### src/rtl/fixed_point_subtractor_serial.sv
// rtl/fixed_point_subtractor_serial.sv - bit-serial sign-magnitude fixed-point subtractor (c = a - b)
module fixed_point_subtractor_serial #(
    parameter int Q = 8,
    parameter int N = 16
) (
    input  logic         clk,
    input  logic         rst,
    input  logic         in_valid,
    output logic         in_ready,
    input  logic [N-1:0] a,
    input  logic [N-1:0] b,
    output logic         out_valid,
    input  logic         out_ready,
    output logic [N-1:0] c,
    output logic         ovf
);

    localparam int M  = N - 1;
    localparam int CW = (M > 1) ? $clog2(M) : 1;

    if (N < 3 || Q > M) begin : g_param_check
        $fatal(1, "fixed_point_subtractor_serial: need N >= 3 and Q <= N-1");
    end

    typedef enum logic [1:0] {
        S_IDLE,
        S_BUSY,
        S_DONE
    } state_t;

    state_t        r_state;
    logic [M-1:0]  r_x;
    logic [M-1:0]  r_y;
    logic [M-1:0]  r_res;
    logic          r_carry;
    logic          r_add;
    logic          r_sign;
    logic [CW-1:0] r_cnt;

    logic [M-1:0]  w_mag_a;
    logic [M-1:0]  w_mag_b;
    logic          w_sign_a;
    logic          w_add;
    logic          w_swap;
    logic          w_x;
    logic          w_y;
    logic          w_bit;
    logic          w_cout;
    logic          w_last;
    logic [M-1:0]  w_sum;
    logic          w_ovf;
    logic [M-1:0]  w_mag;
    logic [N-1:0]  w_c;

    assign w_mag_a  = a[M-1:0];
    assign w_mag_b  = b[M-1:0];
    assign w_sign_a = a[N-1];
    assign w_add    = a[N-1] ^ b[N-1];
    assign w_swap   = (w_mag_a < w_mag_b);

    // x always holds the larger magnitude in SUB mode, so the borrow chain never wraps
    assign w_x    = r_x[0];
    assign w_y    = r_y[0];
    assign w_bit  = w_x ^ w_y ^ r_carry;
    assign w_cout = r_add ? ((w_x & w_y) | (w_x & r_carry) | (w_y & r_carry))
                          : ((~w_x & w_y) | (~(w_x ^ w_y) & r_carry));
    assign w_last = (r_cnt == CW'(M - 1));

    assign w_sum = {w_bit, r_res[M-1:1]};
    assign w_ovf = r_add & w_cout;
    assign w_mag = w_ovf ? {M{1'b1}} : w_sum;
    assign w_c   = {r_sign & (w_mag != '0), w_mag};

    always_ff @(posedge clk or posedge rst) begin
        if (rst) begin
            r_state   <= S_IDLE;
            r_x       <= '0;
            r_y       <= '0;
            r_res     <= '0;
            r_carry   <= 1'b0;
            r_add     <= 1'b0;
            r_sign    <= 1'b0;
            r_cnt     <= '0;
            in_ready  <= 1'b1;
            out_valid <= 1'b0;
            c         <= '0;
            ovf       <= 1'b0;
        end else begin
            case (r_state)
                S_IDLE: begin
                    if (in_valid) begin
                        if (!w_add && w_swap) begin
                            r_x <= w_mag_b;
                            r_y <= w_mag_a;
                        end else begin
                            r_x <= w_mag_a;
                            r_y <= w_mag_b;
                        end
                        r_add    <= w_add;
                        r_sign   <= w_add ? w_sign_a : (w_sign_a ^ w_swap);
                        r_res    <= '0;
                        r_carry  <= 1'b0;
                        r_cnt    <= '0;
                        in_ready <= 1'b0;
                        r_state  <= S_BUSY;
                    end
                end
                S_BUSY: begin
                    r_x     <= r_x >> 1;
                    r_y     <= r_y >> 1;
                    r_res   <= w_sum;
                    r_carry <= w_cout;
                    r_cnt   <= r_cnt + 1'b1;
                    if (w_last) begin
                        c         <= w_c;
                        ovf       <= w_ovf;
                        out_valid <= 1'b1;
                        r_state   <= S_DONE;
                    end
                end
                S_DONE: begin
                    if (out_ready) begin
                        out_valid <= 1'b0;
                        in_ready  <= 1'b1;
                        r_state   <= S_IDLE;
                    end
                end
                default: begin
                    r_state   <= S_IDLE;
                    in_ready  <= 1'b1;
                    out_valid <= 1'b0;
                end
            endcase
        end
    end

endmodule
### config.mk
export PLATFORM = sky130hd
export DESIGN_NAME = fixed_point_subtractor_serial
export DESIGN_NICKNAME = d
export VERILOG_FILES = /design/src/rtl/fixed_point_subtractor_serial.sv
export SDC_FILE = /design/constraint.sdc
export NUM_CORES = 1
export LEC_CHECK = 0
export CAP_MARGIN = 20
export CELL_PAD_IN_SITES_DETAIL_PLACEMENT = 2
export CELL_PAD_IN_SITES_GLOBAL_PLACEMENT = 2
export CORE_MARGIN = 3
export CORE_UTILIZATION = 33
export CTS_CLUSTER_DIAMETER = 120
export DETAILED_ROUTE_END_ITERATION = 10
export PLACE_DENSITY = 0.82
export SLEW_MARGIN = 20
export SYNTH_ARGS = -nofsm -noshare
export SYNTH_HDL_FRONTEND = slang
export SYNTH_SLANG_ARGS = --single-unit
### constraint.sdc
create_clock -name clk -period 2.75 [get_ports clk]
set_input_delay 0.55 -clock clk [delete_from_list [all_inputs] [get_ports clk]]
set_output_delay 0.55 -clock clk [all_outputs]
set_load 0.02 [all_outputs]
==> results of run 1 <==
-- layout make-up --
class,count,share of cell area (%)
well taps,136,3.53
flip-flops and latches,72,37.4
repair buffers,100,18.9
clock buffers,9,2.57
clock inverters,7,2.10
inverters,22,1.71
multi-input cells,267,33.8
-- power by group through the flow --
stage                     clock [mW]  combinational [mW]  sequential, mW
after global placement             0                1.94            1.87
after global routing            1.04                2.36            1.98
final                          0.970                2.12            1.91
after detailed placement           0                2.08            1.92
after CTS                      0.997                2.13            1.91
after floorplan                    0                1.17            1.95
-- per-layer routing --
layer / vias up / share of wire [%] / GRT usage, %
li1: 1535 / - / -
met1: 1701 / 42 / 23.6
met2: 78 / 52 / 34.5
met3: 22 / 3.3 / 3.33
met4: 0 / 2.2 / 8.70
met5: - / 0 / 0
-- logic make-up (layout without fill, tap and decap cells) --
logic type | Yosys count | count (layout) | share of synthesized area (%)
xor gates and xnor gates | 1 | 1 | 0.241
adders and majority gates | 18 | 18 | 6.61
AOI/OAI and AO/OA | 118 | 118 | 22.7
DFF | 72 | 72 | 49.6
and+or+nand+nor | 130 | 130 | 15.1
buffers and inverters | 47 | 138 | 5.79
-- final timing paths --
kind                             to  cells after the start     start  slack (ns)
setup / recovery            r_y[14]                     10     b[13]        0.07
hold / removal             r_cnt[3]                      1  r_cnt[3]        0.51
setup reg to reg              c[15]                      7    r_x[0]        0.50
hold reg to reg            r_cnt[3]                      1  r_cnt[3]        0.51
max in group asynchronous  in_ready                      3       rst        1.80
min in group asynchronous    r_x[4]                      3       rst        0.57
-- layout by cell type, fill, tap and decap left out, types with 2 or more instances in the layout --
cell type	instances
bufinv_16	2
o21ai_0	52
o22a_1	13
inv_1	21
clkinvlp_4	2
o21a_1	3
o31ai_1	2
nand2_1	94
and3_1	2
buf_12	2
nor2_1	12
inv_6	2
clkbuf_8	9
buf_4	44
nand3_1	7
nand2b_1	2
dfrtp_1	71
ha_1	16
clkdlybuf4s50_1	54
nor3_1	2
nor4_1	2
fa_1	2
nand4_1	2
a21oi_1	12
a221o_1	30
-- sequential cells by signal, summed over array words and instances, names as in the netlist, 2 cells and up --
signal   count
c           16
r_state      2
r_x         15
r_y         15
r_cnt        4
r_res       14
==> results_dict.tcl, run 1 <==
set metrics [dict create \
    fillers 1140 \
    rows 37 \
    overflow 0 \
    grt_use_total_pct 19.7 \
    layout.cells.non_filler 613 \
    start_kind "primary input" \
    power_density_nw_per_um2 1040 \
    p_seq_share_pct 38.1 \
    setup_viol 0 \
    maxSlewHeadroom_pct 50.0 \
    syn_nets 440 \
    crit_buf_inv 3 \
    layout-drive-gt1-share_pct 14.9 \
    final_nets 526 \
    core_um2 10500 \
    drv_cap 0 \
    synth.most_common_cell "nand2_1" \
    wl_per_cell_um 19.3 \
    peakVddDrop_mv 0.402 \
    drc 0 \
    place.gp.congestion 0.748 \
    cp_data_required_time_ns 2.99 \
    hold_slack_ns 0.509 \
    hold_buffers 0 \
    fin_area_um2 4820 \
    synth.cell_area_um2 3630 \
    yosysUniqueCellTypes 36 \
    slew_violations 0 \
    async_flop_share_pct 100 \
    grt_pass1_wl_um 19400 \
    switching_share_pct 40.0 \
    dp_cells 597 \
    total_power_mw 5.00 \
    multi_input_area_um2 1630 \
    cts.sinks 72 \
    die_h_um 111 \
    ys_ff_latch 72 \
    grt_pass1_vias 3781 \
    routed_wl_um 11800 \
    die_x_um 111 \
    ioPinCount 55 \
    slowest_stage "clkdlybuf4s50_1" \
    cts_tree "yes" \
    place_area_um2 4590 \
    pwr-share-comb_pct 42.5 \
    pre_cts_slack_ns -0.257 \
    synthTopCellsByArea "dfrtp_1 49%, nand2_1 9.7%, a221o_1 8.3%" \
    max_stage_delay_ns 0.49 \
    cts_root_buf "clkbuf_8" \
    synth_top_area_share_pct 48.9 \
    crit_family "compound AO/OA/AOI/OAI gates" \
    post-route-util_pct 45.9 \
    drt_first_iter_violations 115 \
    synthFlopType "dfrtp_1" \
    firstDrtPassIters 4 \
    avgSynthCellArea_um2 9.41 \
    fin_ws_ns 0.0697 \
    antennaDiodeCount 0 \
    worst_ep_arrival_time_ns 2.92 \
    cp-end-kind "flip-flop" \
    register_area_um2 1800 \
    yosysSeqAreaShare_pct 49.6 \
    fin_setup_tns_ns 0 \
    p_leak_nw 2.16 \
    htreeDepth 3 \
    critPathKind "primary input to flip-flop" \
    cts_made_buffers 9 \
    cts.path.max_buffers 2 \
    start_util_pct 34.6 \
    cp_max_fo 14 \
    netlist_instances 386 \
    hold_viol 0 \
    final.min_clock_period_ns 2.68 \
    hold_class "flip-flop to flip-flop" \
    crit_chain "clkdlybuf4s50_1 -> inv_1 -> ha_1 -> a21oi_2 -> nand2_1 -> a221oi_2 -> o21ai_2 -> o21a_1 -> buf_4 -> a221o_1" \
    yosys-top-cells-count "94 x nand2_1, 71 x dfrtp_1, 52 x o21ai_0, 30 x a221o_1, 22 x inv_1" \
    synth_edf_count 0 \
    viasPerCell 5.44 \
    power_switching_mw 2.00 \
    dpl.hpwl_um 8260 \
    p_int_mw 3.00 \
    post_cts_buffers 0 \
    ant_nets 0 \
    grt_start_max_net_pins 73 \
    area_growth_pct 32.7 \
    clkPwrFrac_pct 19.4 \
    run_status "finished, final reports clean" \
    numPortBuffers 54 \
    fin_worst_skew_ns 0.0143 \
    post-route-period-util_pct 97.5 \
    synth_largest_area_cell "dfrtp_1" \
    path_clk_slew_ns 0.08 \
    cts-resized-gates 0 \
    antenna_found_initial 0 \
    dieArea_um2 12300 \
    vias 3336 \
    fmax_ghz 0.373 \
    tightest_slew_ns 0.746 \
    yosys_warnings 0 \
    clk_latency_ns 0.36 \
]
(Power assumes the default switching activity.)
==> inputs of run 2 (changes only) <==
--- a/config.mk
+++ b/config.mk
@@ -8,11 +8,11 @@
 export CAP_MARGIN = 20
 export CELL_PAD_IN_SITES_DETAIL_PLACEMENT = 2
 export CELL_PAD_IN_SITES_GLOBAL_PLACEMENT = 2
-export CORE_MARGIN = 3
-export CORE_UTILIZATION = 33
+export CORE_UTILIZATION = 35
+export CTS_BUF_LIST = sky130_fd_sc_hd__clkbuf_2
 export CTS_CLUSTER_DIAMETER = 120
 export DETAILED_ROUTE_END_ITERATION = 10
-export PLACE_DENSITY = 0.82
+export PLACE_DENSITY = 0.86
 export SLEW_MARGIN = 20
 export SYNTH_ARGS = -nofsm -noshare
 export SYNTH_HDL_FRONTEND = slang
==> results_dict.tcl, run 2 (synthesis gave the netlist of run 1 again) <==
set metrics [dict create \
    run_status "finished, final reports clean" \
    top_register "c" \
    grt_use_total_pct 23.8 \
    cp-end-kind "flip-flop" \
    core_um2 9910 \
    maxSlewHeadroom_pct 49.6 \
    p_leak_nw 2.12 \
    dieArea_um2 10800 \
    crit_chain "clkdlybuf4s50_1 -> inv_1 -> ha_1 -> a21oi_2 -> nand2_1 -> a221oi_2 -> o21ai_2 -> o21a_1 -> buf_12 -> a221o_1" \
    total_power_mw 4.80 \
    rsz0062_at_grt "no" \
    worst_ep_arrival_time_ns 2.85 \
    fmax_ghz 0.412 \
    overflow 0 \
    vias 3361 \
    place.gp.congestion 0.702 \
    drv_cap 0 \
    ant_nets 0 \
    final_cell_mix "94 x nand2_1, 71 x dfrtp_1, 54 x clkdlybuf4s50_1" \
    hold_class "primary input to async pin" \
    hold_viol 0 \
    firstDrtPassIters 4 \
    die_h_um 104 \
    peakVddDrop_mv 0.311 \
    setup_viol 0 \
    path_clk_slew_ns 0.22 \
    post-route-period-util_pct 88.3 \
    top_regs "c (16), r_x (15), r_y (15)" \
    die_x_um 104 \
    fillers 1067 \
    hold_buffers 0 \
    drc 0 \
    clk_latency_ns 0.56 \
    drt_first_iter_violations 108 \
    antenna_found_initial 0 \
    fin_worst_skew_ns 0.0469 \
    dpl.hpwl_um 8670 \
    power_density_nw_per_um2 1020 \
    viasPerCell 5.53 \
    cts.sinks 72 \
    antennaDiodeCount 0 \
    area_growth_pct 29.9 \
    final_common_cell "nand2_1" \
    cts-resized-gates 0 \
    wl_per_cell_um 20.1 \
    fin_area_um2 4720 \
    cts.path.max_buffers 2 \
    max_stage_delay_ns 0.51 \
    numPortBuffers 54 \
    critPathKind "primary input to flip-flop" \
    cts_made_buffers 9 \
    grt_pass1_wl_um 20000 \
    final.min_clock_period_ns 2.43 \
    place_area_um2 4570 \
    largest_reg_flops 16 \
    cp_max_fo 20 \
    cts_tree "yes" \
    slowest_stage "clkdlybuf4s50_1" \
    grt_pass1_vias 3829 \
    ioPinCount 55 \
    post_cts_buffers 0 \
    start_kind "primary input" \
    routed_wl_um 12200 \
    layout-drive-gt1-share_pct 14.5 \
    htreeDepth 3 \
    fin_setup_tns_ns 0 \
    slew_violations 0 \
    start_util_pct 36.7 \
    tightest_slew_ns 0.753 \
    rows 36 \
    grt_start_max_net_pins 53 \
    cts_root_buf "clkbuf_2" \
    final_nets 524 \
    cp_data_required_time_ns 3.17 \
]
[run 2: layout make-up]
type                            instances  area, µm²  share of cell area [%]
Clock inverter                          7        103                    2.18
Sequential cell                        72       1800                    38.2
Inverter                               22       82.6                    1.75
Tap cell                              133        166                    3.53
Timing Repair Buffer                   98        896                    19.0
Clock buffer                            9       45.0                   0.955
Multi-Input combinational cell        267       1620                    34.4
[run 2: metal layers]
metal / share of wire, % / vias to the layer above / GRT usage (%)
li1: - / 1536 / -
met1: 40 / 1724 / 26.5
met2: 55 / 80 / 45.6
met3: 2.6 / 21 / 3.57
met4: 1.9 / 0 / 8.37
met5: 0 / - / 0
[run 2: per-stage QoR]
stage	cells	hold WS, ns	utilization (%)	setup slack, ns
5_1_grt	608	0.315	47.6	0.247
4_1_cts	608	0.296	47.6	0.340
2_1_floorplan	386	0.450	-	0.377
3_5_place_dp	592	0.494	46.1	-0.232
3_3_place_gp	592	0.474	46.1	-0.108
6_report	608	0.317	47.6	0.321
[run 2: worst paths after layout]
| check | slack (ns) | depth (start not counted) | startpoint | end |
|---|---|---|---|---|
| max | 0.32 | 10 | b[13] | r_y[3] |
| min | 0.32 | 2 | rst | r_x[1] |
| max reg2reg | 0.36 | 7 | r_x[0] | c[15] |
| min reg2reg | 0.53 | 1 | c[1] | c[1] |
| max in group asynchronous | 1.76 | 3 | rst | in_ready |
| min in group clk | 0.53 | 1 | c[1] | c[1] |
[run 2: critical path: cells and delay by family]
| kind | cells | cell delay, ns |
|---|---|---|
| AND/OR/NAND/NOR | 1 | 0.08 |
| AO/OA/AOI/OAI | 5 | 1.14 |
| buffers and inverters | 3 | 0.75 |
| adder cells (fa/ha/maj) | 1 | 0.32 |
[run 2: report_power, final]
| group | internal (mW) | switching [mW] |
|---|---|---|
| registers | 1.53 | 0.388 |
| clock network | 0.310 | 0.440 |
| logic | 0.929 | 1.20 |
